## src/rtl/alu_pipe.sv

```systemverilog
// Two-stage valid/ready ALU pipeline: stage 1 registers the request, stage 2 the result.
// Define ALU_PIPE_FLAGS_EN to add registered out_zero/out_neg flags in stage 2.
module alu_pipe #(
    parameter int WIDTH = 8
) (
    input  logic             clk,
    input  logic             rst,
    input  logic             in_valid,
    output logic             in_ready,
    input  logic [2:0]       in_op,
    input  logic [WIDTH-1:0] in_a,
    input  logic [WIDTH-1:0] in_b,
    output logic             out_valid,
    input  logic             out_ready,
    output logic [WIDTH-1:0] out_result,
    output logic             out_carry
`ifdef ALU_PIPE_FLAGS_EN
    ,
    output logic             out_zero,
    output logic             out_neg
`endif
);

    localparam int SHW = $clog2(WIDTH);

    localparam logic [2:0] OP_AND  = 3'd0;
    localparam logic [2:0] OP_OR   = 3'd1;
    localparam logic [2:0] OP_XOR  = 3'd2;
    localparam logic [2:0] OP_XNOR = 3'd3;
    localparam logic [2:0] OP_ADD  = 3'd4;
    localparam logic [2:0] OP_SUB  = 3'd5;
    localparam logic [2:0] OP_SHL  = 3'd6;
    localparam logic [2:0] OP_SHR  = 3'd7;

    logic             s1_valid, s2_valid;
    logic             s1_adv, s2_adv;
    logic [2:0]       s1_op;
    logic [WIDTH-1:0] s1_a, s1_b;
    logic [WIDTH-1:0] alu_result;
    logic             alu_carry;
    logic [WIDTH:0]   sum, diff;
    logic [SHW-1:0]   shamt;

    // Handshake: a transfer happens on a rising edge where valid & ready are both 1.
    // A stage advances when it is empty or the stage after it is advancing, so
    // in_ready depends only on pipeline state and out_ready, never on in_valid.
    assign s2_adv    = !s2_valid || out_ready;
    assign s1_adv    = !s1_valid || s2_adv;
    assign in_ready  = s1_adv;
    assign out_valid = s2_valid;

    always_comb begin
        sum        = {1'b0, s1_a} + {1'b0, s1_b};
        diff       = {1'b0, s1_a} - {1'b0, s1_b};
        shamt      = s1_b[SHW-1:0];
        alu_result = '0;
        alu_carry  = 1'b0;
        case (s1_op)
            OP_AND:  alu_result = s1_a & s1_b;
            OP_OR:   alu_result = s1_a | s1_b;
            OP_XOR:  alu_result = s1_a ^ s1_b;
            OP_XNOR: alu_result = ~(s1_a ^ s1_b);
            OP_ADD: begin
                alu_result = sum[WIDTH-1:0];
                alu_carry  = sum[WIDTH];
            end
            // Bit WIDTH of the extended difference is set exactly when a < b.
            OP_SUB: begin
                alu_result = diff[WIDTH-1:0];
                alu_carry  = diff[WIDTH];
            end
            OP_SHL:  alu_result = s1_a << shamt;
            OP_SHR:  alu_result = s1_a >> shamt;
        endcase
    end

    always_ff @(posedge clk) begin
        if (rst) begin
            s1_valid <= 1'b0;
            s1_op    <= '0;
            s1_a     <= '0;
            s1_b     <= '0;
        end else if (s1_adv) begin
            s1_valid <= in_valid;
            s1_op    <= in_op;
            s1_a     <= in_a;
            s1_b     <= in_b;
        end
    end

    always_ff @(posedge clk) begin
        if (rst) begin
            s2_valid   <= 1'b0;
            out_result <= '0;
            out_carry  <= 1'b0;
        end else if (s2_adv) begin
            s2_valid   <= s1_valid;
            out_result <= alu_result;
            out_carry  <= alu_carry;
        end
    end

`ifdef ALU_PIPE_FLAGS_EN
    always_ff @(posedge clk) begin
        if (rst) begin
            out_zero <= 1'b0;
            out_neg  <= 1'b0;
        end else if (s2_adv) begin
            out_zero <= (alu_result == '0);
            out_neg  <= alu_result[WIDTH-1];
        end
    end
`endif

endmodule
```

## config.mk

```make
export PLATFORM = sky130hd
export DESIGN_NAME = alu_pipe
export DESIGN_NICKNAME = d
export VERILOG_FILES = /design/src/rtl/alu_pipe.sv
export SDC_FILE = /design/constraint.sdc
export NUM_CORES = 1
export LEC_CHECK = 0
export ABC_AREA = 0
export CAP_MARGIN = 25
export CORE_AREA = 5 5 88 90
export CTS_BUF_LIST = sky130_fd_sc_hd__clkbuf_16
export DETAILED_ROUTE_END_ITERATION = 10
export DIE_AREA = 0 0 93 95
export GPL_ROUTABILITY_DRIVEN = 0
export GPL_TIMING_DRIVEN = 1
export PLACE_DENSITY = 0.63
export SYNTH_ARGS = -nofsm -noshare
export SYNTH_HDL_FRONTEND = slang
export SYNTH_SLANG_ARGS = --single-unit
```

## constraint.sdc

```tcl
create_clock -name clk -period 3.7 [get_ports clk]
set_input_delay 1.11 -clock clk [delete_from_list [all_inputs] [get_ports clk]]
set_output_delay 1.11 -clock clk [all_outputs]
set_load 0.1 [all_outputs]
```

==> summary by stage, run 1 <==
Clock network
The number of instances resized during post-cts repair is 0. The number of hold buffers added after CTS was 0. The number of buffers between clock root and the deepest sink is 2.

TritonCTS built the clock tree. The clock slew at the register clock pins of the worst setup and hold paths is 50 ps. The clock drives 30 sinks. The root buffer cell chosen for the clock tree is sky130_fd_sc_hd__clkbuf_16. The H-tree depth is 2.

The setup fix buffers added after clock tree synthesis is 0. Buffers inserted during clock tree synthesis total 5. The source-to-sink clock delay at the later pin of the worst-skew pair is 280 ps.

Yosys
The number of synthesized flops with an enable pin is 0. The mapped netlist covers 3000 µm². After synthesis, the largest family of logic cells by area is simple AND/OR/NAND/NOR gates.

The per-instance average area after synthesis is 7.90 µm². The post-synthesis cell count is 380. The most frequently used flop master after synthesis is sky130_fd_sc_hd__dfxtp_1. The register area share after synthesis is 20.0%. The portion of netlist area occupied by mux cells is 11.2%. During synthesis, Yosys emitted a total of 0 warnings. The area share of xor/xnor cells in the synthesized design is 1.46%. Summed over all instances, the cell type with the most area after synthesis is sky130_fd_sc_hd__dfxtp_1. The post-synthesis compound-gate area fraction is 22.2%. The count of state elements after synthesis is 30. After synthesis, the cell types taking the most area are sky130_fd_sc_hd__dfxtp_1, sky130_fd_sc_hd__ha_1, sky130_fd_sc_hd__nand2_1. When the netlist entered floorplanning its net count stood at 430. Summing the areas of all fa, ha and maj instances in the mapped netlist gives 11.8% of the synthesized area. The proportion of register bits with asynchronous set or reset after synthesis is 0%. The commonest cells after synthesis are sky130_fd_sc_hd__nand2_1, sky130_fd_sc_hd__a21oi_1, sky130_fd_sc_hd__nor2_1, sky130_fd_sc_hd__dfxtp_1, sky130_fd_sc_hd__ha_1. sky130_fd_sc_hd__nand2_1 is the most common cell in the netlist. The fraction of synthesized cell area taken by the top area cell type is 20.0%.

The simple-gate share of the synthesized area is 23.3%. The number of distinct library cell variants in the gate-level netlist after synthesis is 65.

STA
Setup repair after global routing left no endpoint under its margin. The setup violation total in the final timing report is 0. The headroom to the max-slew limit is 55.8%. The post-route minimum period is 3190 ps. For the final database, setup skew stands at 4.38 ps. The highest clock frequency the design can meet is 0.313 GHz. The final total negative setup slack is 0 ps. The max-slew violation count is 0. The final count of hold timing violations is 0.

The worst path uses 86.2% of the clock period. At the pin with the least slew margin, the transition time is 661 ps.

Critical path
The worst setup path is launched from a primary input. In this design, the largest share of critical-path delay is due to buffers and inverters. For this run, the slowest stage of the critical path takes 460 ps. STA puts the critical path data required time at 2590 ps. Tracing the worst setup path back leads to its startpoint at out_ready. Traced cell by cell, the critical path runs through clkdlybuf4s50_1 -> nor2b_1 -> and2_1 -> inv_1 -> buf_12. The number of cell instances on the worst register-to-register path is 8.

The critical path contains buffers and inverters numbering 3 combined. The critical setup path kind is in2out. The internal reg-to-reg setup slack is 990 ps.

STA classifies the critical path endpoint as a primary output. In this run the critical register-to-register path is captured at out_result[7]. At the worst endpoint, the arrival time is 2080 ps. In this run the worst path has a maximum fanout of 2. The origin of the critical flop-to-flop path is s1_b[1].

Among all stages on the critical path, the largest delay is contributed by sky130_fd_sc_hd__clkdlybuf4s50_1.

Worst hold path
In this run the most critical hold path is launched from out_result[0]. The class of the worst hold path is reg2reg. Counting instances, the worst hold path has a depth of 2. For hold timing, the worst endpoint is out_result[0].

Layout
The net count of the finished layout is 456. The storage element area is 601 µm². The share of the core filled with cells is 49.3%. The fraction of final layout cells sized beyond drive strength 1 is 12.5%. The repair_antennas step left the layout with diodes totalling 0. Relative to the synthesized area, the layout overhead comes to 14.7%. The multi-input combinational cells in the finished layout cover a total of 2100 µm². The layout has 695 filler cells.

Route
The number of vias per cell after detailed routing is 5.74. After the first detailed-routing iteration, the DRC count stood at 230. The first detailed-routing pass took 4 iterations.

Across all layers, the routed design uses 2,809 vias. The wire length per cell after detailed routing is 16.5 µm. The remaining routing DRC violations is 0.

The aggregate routed wire length is 8080 µm. Once detail routing completed, the nets flagged for antenna violations numbered 0.

Power and ir drop
The highest ir drop seen on vdd is 273 µV. The static power due to leakage is 1.38 nW. The ratio of total power to cell area is 334 nW/µm².

Outcome
The run finished with clean final reports.

Global routing
The first global-routing pass estimated 13,300 µm of wire. For this run the aggregate overflow at the end of global routing stands at 0. The number of antenna violations at the first check in global routing was 0. The aggregate global-route resource usage is 18.9%. The via count of the first global-routing pass is 2,689.

Entering global routing, the biggest net connects 21 pins.

Floorplanning
The floorplan step defined a die boundary enclosing 8840 µm². In this run the horizontal extent of the chip is 93 µm. Measured along the y axis, the die boundary spans 95 µm. The area of the core is 6980 µm². The initialized floorplan defines 31 standard-cell rows. During I/O placement, the number of pins put on the boundary was 34. The initial standard-cell utilization of the core is 43.0%.

Run
Max-cap violations in this run came to 0.

Placement
The number of port buffers is 33. Detailed placement ended at an HPWL of 6080 µm.
placed cells by master, fill, tap and decap left out, types with 3 or more instances in the layout:
cell	instances
sky130_fd_sc_hd__a211oi_1	5
sky130_fd_sc_hd__a21oi_1	36
sky130_fd_sc_hd__a221oi_1	4
sky130_fd_sc_hd__buf_4	23
sky130_fd_sc_hd__clkbuf_16	5
sky130_fd_sc_hd__clkdlybuf4s50_1	22
sky130_fd_sc_hd__dfxtp_1	30
sky130_fd_sc_hd__ha_1	25
sky130_fd_sc_hd__inv_1	23
sky130_fd_sc_hd__mux2_1	4
sky130_fd_sc_hd__mux2i_1	12
sky130_fd_sc_hd__mux4_2	6
sky130_fd_sc_hd__nand2_1	55
sky130_fd_sc_hd__nand2b_1	5
sky130_fd_sc_hd__nand3_1	5
sky130_fd_sc_hd__nand3b_1	3
sky130_fd_sc_hd__nor2_1	32
sky130_fd_sc_hd__nor2b_1	9
sky130_fd_sc_hd__nor3_1	11
sky130_fd_sc_hd__nor3b_1	5
sky130_fd_sc_hd__nor4_1	5
sky130_fd_sc_hd__o2111ai_1	3
sky130_fd_sc_hd__o21ai_0	11
sky130_fd_sc_hd__o21ai_1	8
sky130_fd_sc_hd__o21bai_1	6
sky130_fd_sc_hd__xnor2_1	5
power by group:
part | switching [W] | total [W] | leakage (nW) | internal [W]
registers | 0.0000321 | 0.000378 | 0.249 | 0.000346
clock network | 0.000145 | 0.000388 | 0.0724 | 0.000243
logic | 0.000236 | 0.000385 | 1.06 | 0.000149
total | 0.000413 | 0.00115 | 1.38 | 0.000738
worst min-delay path, stage by stage (launching register included):
cell	delay, ps
sky130_fd_sc_hd__dfxtp_1	310
sky130_fd_sc_hd__nand2_1	50
sky130_fd_sc_hd__a21oi_1	50
registers in the layout, summed over array words and instances, names as in the netlist:
| name | flops |
|---|---|
| s1_a | 8 |
| out_valid | 1 |
| s1_valid | 1 |
| out_result | 8 |
| out_carry | 1 |
| s1_op | 3 |
| s1_b | 8 |
routing by layer:
metal | part of all wire (%) | vias to the layer above | global-route usage (%) | routed length [µm]
met3 | 6.6 | 15 | 3.51 | 531
met4 | 2.4 | 0 | 6.96 | 192
met5 | 0 | - | 0 | 0
met1 | 46 | 1309 | 24.7 | 3730
li1 | - | 1401 | - | -
met2 | 45 | 84 | 31.0 | 3630
through the flow:
| step | power, W | setup slack, ps | instance area [µm²] | cells | hold slack (ps) |
|---|---|---|---|---|---|
| final | 0.00115 | 510 | 3440 | 489 | 459 |
| after global placement | 0.000762 | 512 | 3310 | 481 | 448 |
| after floorplan | 0.000675 | 153 | 3000 | 380 | 432 |
| after global routing | 0.00120 | 443 | 3440 | 489 | 472 |
| after detailed placement | 0.000765 | 503 | 3310 | 481 | 451 |
| after CTS | 0.00115 | 501 | 3440 | 489 | 461 |
how the worst max path moves through the flow:
stage / slack [ps] / cells past startpoint / end
after floorplan: 150 / 4 / in_ready
after global placement: 510 / 5 / in_ready
after detailed placement: 500 / 5 / in_ready
after CTS: 500 / 5 / in_ready
after global routing: 440 / 5 / in_ready
final: 510 / 5 / in_ready
cell families (layout without fill, tap and decap cells):
kind of cell / after synthesis / count (layout)
AOI/OAI and AO/OA: 99 / 99
xor gates and xnor gates: 5 / 5
adders and majority gates: 27 / 27
buffers and inverters: 51 / 78
DFF: 30 / 30
muxes: 25 / 25
and+or+nand+nor: 143 / 143
cell type report:
cell class | instances | area share, %
sequential | 30 | 17.4
multi-input combinational | 299 | 61.0
clock inverter | 3 | 0.363
timing repair buffer | 46 | 12.0
inverter | 24 | 2.62
clock buffer | 5 | 3.63
tap | 82 | 2.98
Note: power is estimated with default switching activity, not from simulation.
==> run 2, diff against run 1 <==
--- a/config.mk
+++ b/config.mk
@@ -7,10 +7,10 @@
 export LEC_CHECK = 0
 export ABC_AREA = 0
 export CAP_MARGIN = 25
-export CORE_AREA = 5 5 88 90
+export CORE_AREA = 5 5 122 66
 export CTS_BUF_LIST = sky130_fd_sc_hd__clkbuf_16
 export DETAILED_ROUTE_END_ITERATION = 10
-export DIE_AREA = 0 0 93 95
+export DIE_AREA = 0 0 127 71
 export GPL_ROUTABILITY_DRIVEN = 0
 export GPL_TIMING_DRIVEN = 1
 export PLACE_DENSITY = 0.63
==> run 2 against run 1 <==
Final area is 0.22% higher. Setup slack worse by 29 ps. Clock skew is 0.65 ps lower. Cell count is 2.5% higher. Sequential share of layout area hardly changed. Global-route usage is 0.92 points higher. Critical endpoint unchanged.
==> summary by stage, run 2 (same netlist as run 1, synthesis figures left out) <==
Outcome
The flow ran to the end, and the final reports show no timing, DRC or antenna violations.

Critical path
The nature of the critical path endpoint is a primary output. Among all stages on the critical path, the largest delay is contributed by sky130_fd_sc_hd__clkdlybuf4s50_1. The critical path's largest stage delay is 470 ps (about the same). Tracing the worst setup path back leads to its startpoint at out_ready. The endpoint arrival time on the critical path is 2110 ps (+30 ps). The capture point of the worst path is in_ready. The critical path goes through clkdlybuf4s50_1 -> nor2b_1 -> and2_1 -> inv_1 -> buf_12. The critical path data required time is 2590 ps (about the same). The startpoint class of the critical path is a primary input. The origin of the critical flop-to-flop path is s1_a[1]. The maximum fanout along the worst path is 2 (unchanged). The internal reg-to-reg setup slack is 960 ps (-30 ps). The critical setup path kind is in2out. The endpoint of the lowest-slack register-to-register path is out_result[1]. The number of cell instances on the worst register-to-register path is 8 (unchanged).

Floorplanning
The die outline width is 127 µm (+37%). The initial standard-cell utilization of the core came to 42.9% (-0.062 points). The area of the die was 9020 µm² (+2.1%). The placement row count is 22 (-29%). The area of the core came to 6990 µm² (+0.14%).

The floorplan die height is 71 µm (-25%). The boundary pin count is 34 (unchanged).

Route
The wire length per cell after detailed routing came to 18.2 µm (+10%). The remaining routing DRC violations was 0 (unchanged). The number of vias per cell after detailed routing is 5.82 (+1.3%).

The violation count after the first detailed-route iteration is 387 (+68%). The aggregate routed wire length came to 9120 µm (+13%). The overall via count from detail_route came to 2,915 (+3.8%).

The first-pass iteration count of the detailed router came to 5 (+1). The residual antenna-violating net count after detailed routing came to 0 (unchanged).

Global routing
The first-pass GRT wire length is 14,300 µm (+7.3%). The number of antenna violations at the first check in global routing is 0 (unchanged). The via count of the first global-routing pass was 2,574 (-4.3%). The routing usage on met2 came to 24.1% (-6.9 points). The met3 track demand over resource is 6.41% (+2.9 points). The aggregate global-route resource usage came to 19.8% (+0.92 points). The met1 routing resource usage after global routing is 32.9% (+8.2 points).

The most heavily used metal layer in global routing is met1. The pin count of the biggest net entering global routing came to 23 (+9.5%). The aggregate global routing overflow is 0 (unchanged).

Power and ir drop
The static power due to leakage came to 1.37 nW (-0.59%). The highest ir drop seen on vdd is 254 µV (-7.0%). The ratio of total power to cell area is 338 nW/µm² (+1.2%).

STA
The final total negative setup slack is 0 ps (unchanged). The headroom to the max-slew limit was 38.1% (-18 points). The setup violation total in the final timing report is 0 (unchanged).

The worst-case hold slack is 459 ps (-0.267 ps). The highest clock frequency the design can meet is 0.311 GHz (-0.91%). The max-slew violation count was 0 (unchanged). The setup clock skew after layout is 3.73 ps (-0.655 ps).

The final count of hold timing violations was 0 (unchanged). The post-route minimum period is 3220 ps (+29.4 ps). Setup repair after global routing left no endpoint under its margin. The pin slew with the least headroom to its limit is 927 ps (+266 ps). The post-route fraction of the period consumed by the critical path is 87.0% (+0.80 points).

Clock network
The TritonCTS clock tree is done. The quantity of hold-fixing buffers added after cts came to 0 (unchanged). The H-tree depth is 2 (unchanged).

The number of clock buffers inserted by TritonCTS is 5 (unchanged). The number of buffers between clock root and the deepest sink came to 2 (unchanged). The sink count of the clock tree was 30 (unchanged). The clock slew at the register clock pins of the worst setup and hold paths is 50 ps (about the same). The number of instances resized during post-cts repair came to 0 (unchanged).

The source-to-sink clock delay at the later pin of the worst-skew pair is 280 ps (about the same). The clock root buffer is sky130_fd_sc_hd__clkbuf_16. The setup fix buffers added after clock tree synthesis was 0 (unchanged).

Placement
The sum of net half-perimeters after detailed placement came to 6860 µm (+13%). The number of port buffers was 33 (unchanged).

Worst hold path
The worst hold path begins at out_result[0]. The class of the worst hold path is reg2reg.

Layout
Leaving out fill and tap cells, the most frequent cells in the layout are sky130_fd_sc_hd__nand2_1, sky130_fd_sc_hd__a21oi_1, sky130_fd_sc_hd__nor2_1, sky130_fd_sc_hd__dfxtp_1, sky130_fd_sc_hd__ha_1. In the final layout, the registers with the most flip-flops are out_result: 8 flops, s1_a: 8 flops, s1_b: 8 flops. The number of antenna repair diodes is 0 (unchanged). The final-stage net count is 455 (-0.22%). The leading cell type in the layout, fill and taps excluded is sky130_fd_sc_hd__nand2_1.

The fraction of final layout cells sized beyond drive strength 1 is 12.6% (+0.062 points). The synthesis-to-layout area growth is 15.0%.

Run
The max capacitance violation total is 0 (unchanged).
run 2: cell count changes in the layout (fill, tap and decap cells not counted), sizes merged:
cell / previous run / this run
buf: 24 / 23
inv: 25 / 24
run 2: how the worst min path moves through the flow:
stage                     to  slack (ps)  cells past startpoint
2_1_floorplan      out_valid         430                      2
5_1_grt        out_result[5]         500                      2
6_report       out_result[0]         460                      2
3_3_place_gp   out_result[0]         450                      2
3_5_place_dp   out_result[0]         450                      2
4_1_cts        out_result[0]         460                      2
run 2: critical path, delay by kind of cell:
family	cells	cell delay, ps
buf+inv	3	780
simple gates	2	230
run 2: routing by layer:
metal	up-vias	share of wire, %
met2	161	36
met5	-	0
li1	1403	-
met4	0	0.62
met1	1336	51
met3	15	13
run 2: cell type report:
class	instances	area (µm²)
repair buffers	45	405
inverters	24	90.1
well taps	96	120
clock inverters	2	10.0
multi-input cells	299	2100
fillers	705	3540
flip-flops and latches	30	601
clock buffers	5	125
run 2: report_power, final:
part / switching (W) / internal (W) / leakage, nW / total, W
Combinational: 0.000250 / 0.000149 / 1.05 / 0.000399
Sequential: 0.0000351 / 0.000346 / 0.249 / 0.000381
Clock: 0.000145 / 0.000242 / 0.0694 / 0.000387
run 2: stage by stage:
stage | cell area (µm²) | utilization, % | worst slack, ps | cells | power [W]
floorplan | 3000 | - | 153 | 380 | 0.000675
global placement | 3320 | 47.4 | 514 | 494 | 0.000770
detailed placement | 3320 | 47.4 | 479 | 494 | 0.000775
CTS | 3450 | 49.4 | 473 | 501 | 0.00116
global route | 3450 | 49.4 | 391 | 501 | 0.00121
finish | 3450 | 49.4 | 480 | 501 | 0.00117
==> run 3, diff against run 2 <==
--- a/config.mk
+++ b/config.mk
@@ -6,6 +6,7 @@
 export NUM_CORES = 1
 export LEC_CHECK = 0
 export ABC_AREA = 0
+export ABC_CLOCK_PERIOD_IN_PS = 3700
 export CAP_MARGIN = 25
 export CORE_AREA = 5 5 122 66
 export CTS_BUF_LIST = sky130_fd_sc_hd__clkbuf_16
@@ -14,6 +15,7 @@
 export GPL_ROUTABILITY_DRIVEN = 0
 export GPL_TIMING_DRIVEN = 1
 export PLACE_DENSITY = 0.63
+export RECOVER_POWER = 50
 export SYNTH_ARGS = -nofsm -noshare
 export SYNTH_HDL_FRONTEND = slang
 export SYNTH_SLANG_ARGS = --single-unit
==> run 3 against run 2 <==
Critical path depth stayed put. Cell count stayed put. Hold slack worse by 9.1 ps. First-iteration DRC count is 14% lower. Sequential cell count stayed put. Final area is 1.2% lower. Via count is 0.79% higher. Die area stayed put. Non-clock buffer count stayed put. Clock power is 1% lower. Critical path type unchanged. Critical endpoint unchanged.
==> summary by stage, run 3 (same netlist as run 1, synthesis figures left out) <==
Critical path
The startpoint class of the critical path is a primary input. The endpoint arrival time on the critical path is 2110 ps (about the same). The number of cell instances on the worst register-to-register path is 8 (unchanged).

The slowest cell on the critical path is sky130_fd_sc_hd__clkdlybuf4s50_1. Following the worst setup path forward leads to its endpoint at in_ready. Traced cell by cell, the critical path runs through clkdlybuf4s50_1 -> nor2b_1 -> and2_1 -> inv_1 -> buf_12.

The setup path with the least slack is of type in2out. The cell type group with the largest total delay on the critical path is buffers and inverters. The endpoint of the lowest-slack register-to-register path is out_result[5]. The critical path data required time is 2590 ps (about the same). The startpoint identified for the worst register-to-register timing path is s1_a[5].

The internal reg-to-reg setup slack was 890 ps (-70 ps). In this run the worst setup path begins at out_ready. The count of buffering cells on the critical path with inverters included was 3 (unchanged). The critical path's largest stage delay is 470 ps (about the same). The nature of the critical path endpoint is a primary output. The cell depth of the worst setup path was 5 (unchanged). The maximum fanout along the worst path was 2 (unchanged).

Floorplanning
The floorplan die height is 71 µm (unchanged). The initial standard-cell utilization of the core is 42.9% (unchanged). The area of the die came to 9020 µm² (unchanged). The area of the core is 6990 µm² (unchanged). The die outline width is 127 µm (unchanged). The placement row count was 22 (unchanged). The boundary pin count is 34 (unchanged).

STA
Setup repair after global routing left no endpoint under its margin. The max-slew violation count is 0 (unchanged). The highest clock frequency the design can meet is 0.311 GHz (about the same). The final count of hold timing violations is 0 (unchanged). The pin slew with the least headroom to its limit was 1200 ps (+271 ps). The final total negative setup slack came to 0 ps (unchanged). The post-route minimum period is 3220 ps (-1.47 ps).

The setup violation total in the final timing report is 0 (unchanged). The final worst-path setup slack came to 482 ps (+1.47 ps). The setup clock skew after layout came to 4.82 ps (+1.09 ps).

The worst-case hold slack is 450 ps (-9.05 ps). The headroom to the max-slew limit is 20.5% (-18 points). The post-route fraction of the period consumed by the critical path was 87.0% (about the same).

Placement
The number of port buffers came to 33 (unchanged). The sum of net half-perimeters after detailed placement came to 6860 µm (unchanged). The worst slack at placement came to 479 ps (unchanged).

Global routing
The number of antenna violations at the first check in global routing was 0 (unchanged). The first-pass GRT wire length is 14,300 µm (unchanged). The pin count of the biggest net entering global routing is 23 (unchanged). The aggregate global routing overflow came to 0 (unchanged).

The aggregate global-route resource usage came to 19.8% (unchanged). The via count of the first global-routing pass was 2,574 (unchanged).

Route
The remaining routing DRC violations was 0 (unchanged). The aggregate routed wire length is 9130 µm (about the same). The number of vias per cell after detailed routing is 5.86 (+0.79%). The violation count after the first detailed-route iteration is 334 (-14%). The first-pass iteration count of the detailed router was 5 (unchanged).

The wire length per cell after detailed routing is 18.2 µm (about the same). The overall via count from detail_route came to 2,938 (+0.79%). The residual antenna-violating net count after detailed routing came to 0 (unchanged).

Layout
The top cell types in the final layout, fill and taps aside, are sky130_fd_sc_hd__nand2_1, sky130_fd_sc_hd__a21oi_1, sky130_fd_sc_hd__nor2_1, sky130_fd_sc_hd__dfxtp_1, sky130_fd_sc_hd__ha_1. The number of antenna repair diodes came to 0 (unchanged). The synthesis-to-layout area growth is 13.6%.

The fraction of final layout cells sized beyond drive strength 1 is 9.88% (-2.7 points). The share of the core filled with cells is 48.8% (-0.59 points). In the final layout, the registers with the most flip-flops are out_result: 8 flops, s1_a: 8 flops, s1_b: 8 flops. The leading cell type in the layout, fill and taps excluded is sky130_fd_sc_hd__nand2_1.

The final-stage net count came to 455 (unchanged).

Worst hold path
The min-delay analysis places its worst path in the category reg2reg.

Clock network
The sink count of the clock tree is 30 (unchanged). The clock slew at the register clock pins of the worst setup and hold paths came to 50 ps (about the same). The number of clock buffers inserted by TritonCTS is 5 (unchanged). The number of instances resized during post-cts repair is 0 (unchanged). The setup fix buffers added after clock tree synthesis is 0 (unchanged). The number of buffers between clock root and the deepest sink is 2 (unchanged). The H-tree depth was 2 (unchanged). The quantity of hold-fixing buffers added after cts is 0 (unchanged). The cell sitting at the root of the clock tree is a sky130_fd_sc_hd__clkbuf_16. TritonCTS built the clock tree. The source-to-sink clock delay at the later pin of the worst-skew pair is 270 ps (about the same).

Power and ir drop
The static power due to leakage is 1.33 nW (-3.2%). The ratio of total power to cell area was 338 nW/µm² (about the same). The highest ir drop seen on vdd is 249 µV (-2.0%).

Outcome
The flow ran to the end, and the final reports show no timing, DRC or antenna violations.

Run
The max capacitance violation total is 0 (unchanged).
run 3: changes by cell type in the layout (fill, tap and decap cells not counted), sizes merged:
| cell | delta |
|---|---|
| buf | -11 |
| clkbuf | +11 |
| clkdlybuf4s50 | -1 |
| dlygate4sd3 | +1 |
run 3: power by group:
part / total [W] / leakage [nW] / internal (W) / switching, W
combinational: 0.000390 / 1.01 / 0.000140 / 0.000250
sequential: 0.000381 / 0.249 / 0.000346 / 0.0000349
clock: 0.000383 / 0.0694 / 0.000242 / 0.000141
run 3: stage by stage:
step / cells / instance area, µm² / total power (W)
finish: 501 / 3410 / 0.00115
detailed placement: 494 / 3320 / 0.000775
global placement: 494 / 3320 / 0.000770
CTS: 501 / 3450 / 0.00116
global route: 501 / 3410 / 0.00120
floorplan: 380 / 3000 / 0.000675
run 3: worst min-delay path by stage:
stage,from,end,cells after the start
final,out_result[0],out_result[0],2
after global routing,out_result[5],out_result[5],2
after CTS,out_result[0],out_result[0],2
after detailed placement,out_result[0],out_result[0],2
after global placement,out_result[0],out_result[0],2
after floorplan,s1_valid,out_valid,2
run 3: per-layer routing:
layer	up-vias	part of all wire (%)	global-route usage [%]
li1	1404	-	-
met1	1361	49	32.9
met2	164	36	24.1
met3	9	14	6.41
met4	0	0.50	2.38
met5	-	0	0
run 3: final cells by class:
type                       count  area (µm²)
clock buffer                   5         125
inverter                      24        90.1
timing repair buffer          45         364
sequential                    30         601
tap                           96         120
fill                         719        3580
clock inverter                 2        10.0
multi-input combinational    299        2100
run 3: worst min-delay path, cell delays in order (launching register included):
cell and delay, ps:
sky130_fd_sc_hd__dfxtp_1 300, sky130_fd_sc_hd__nand2_1 50, sky130_fd_sc_hd__a21oi_1 50
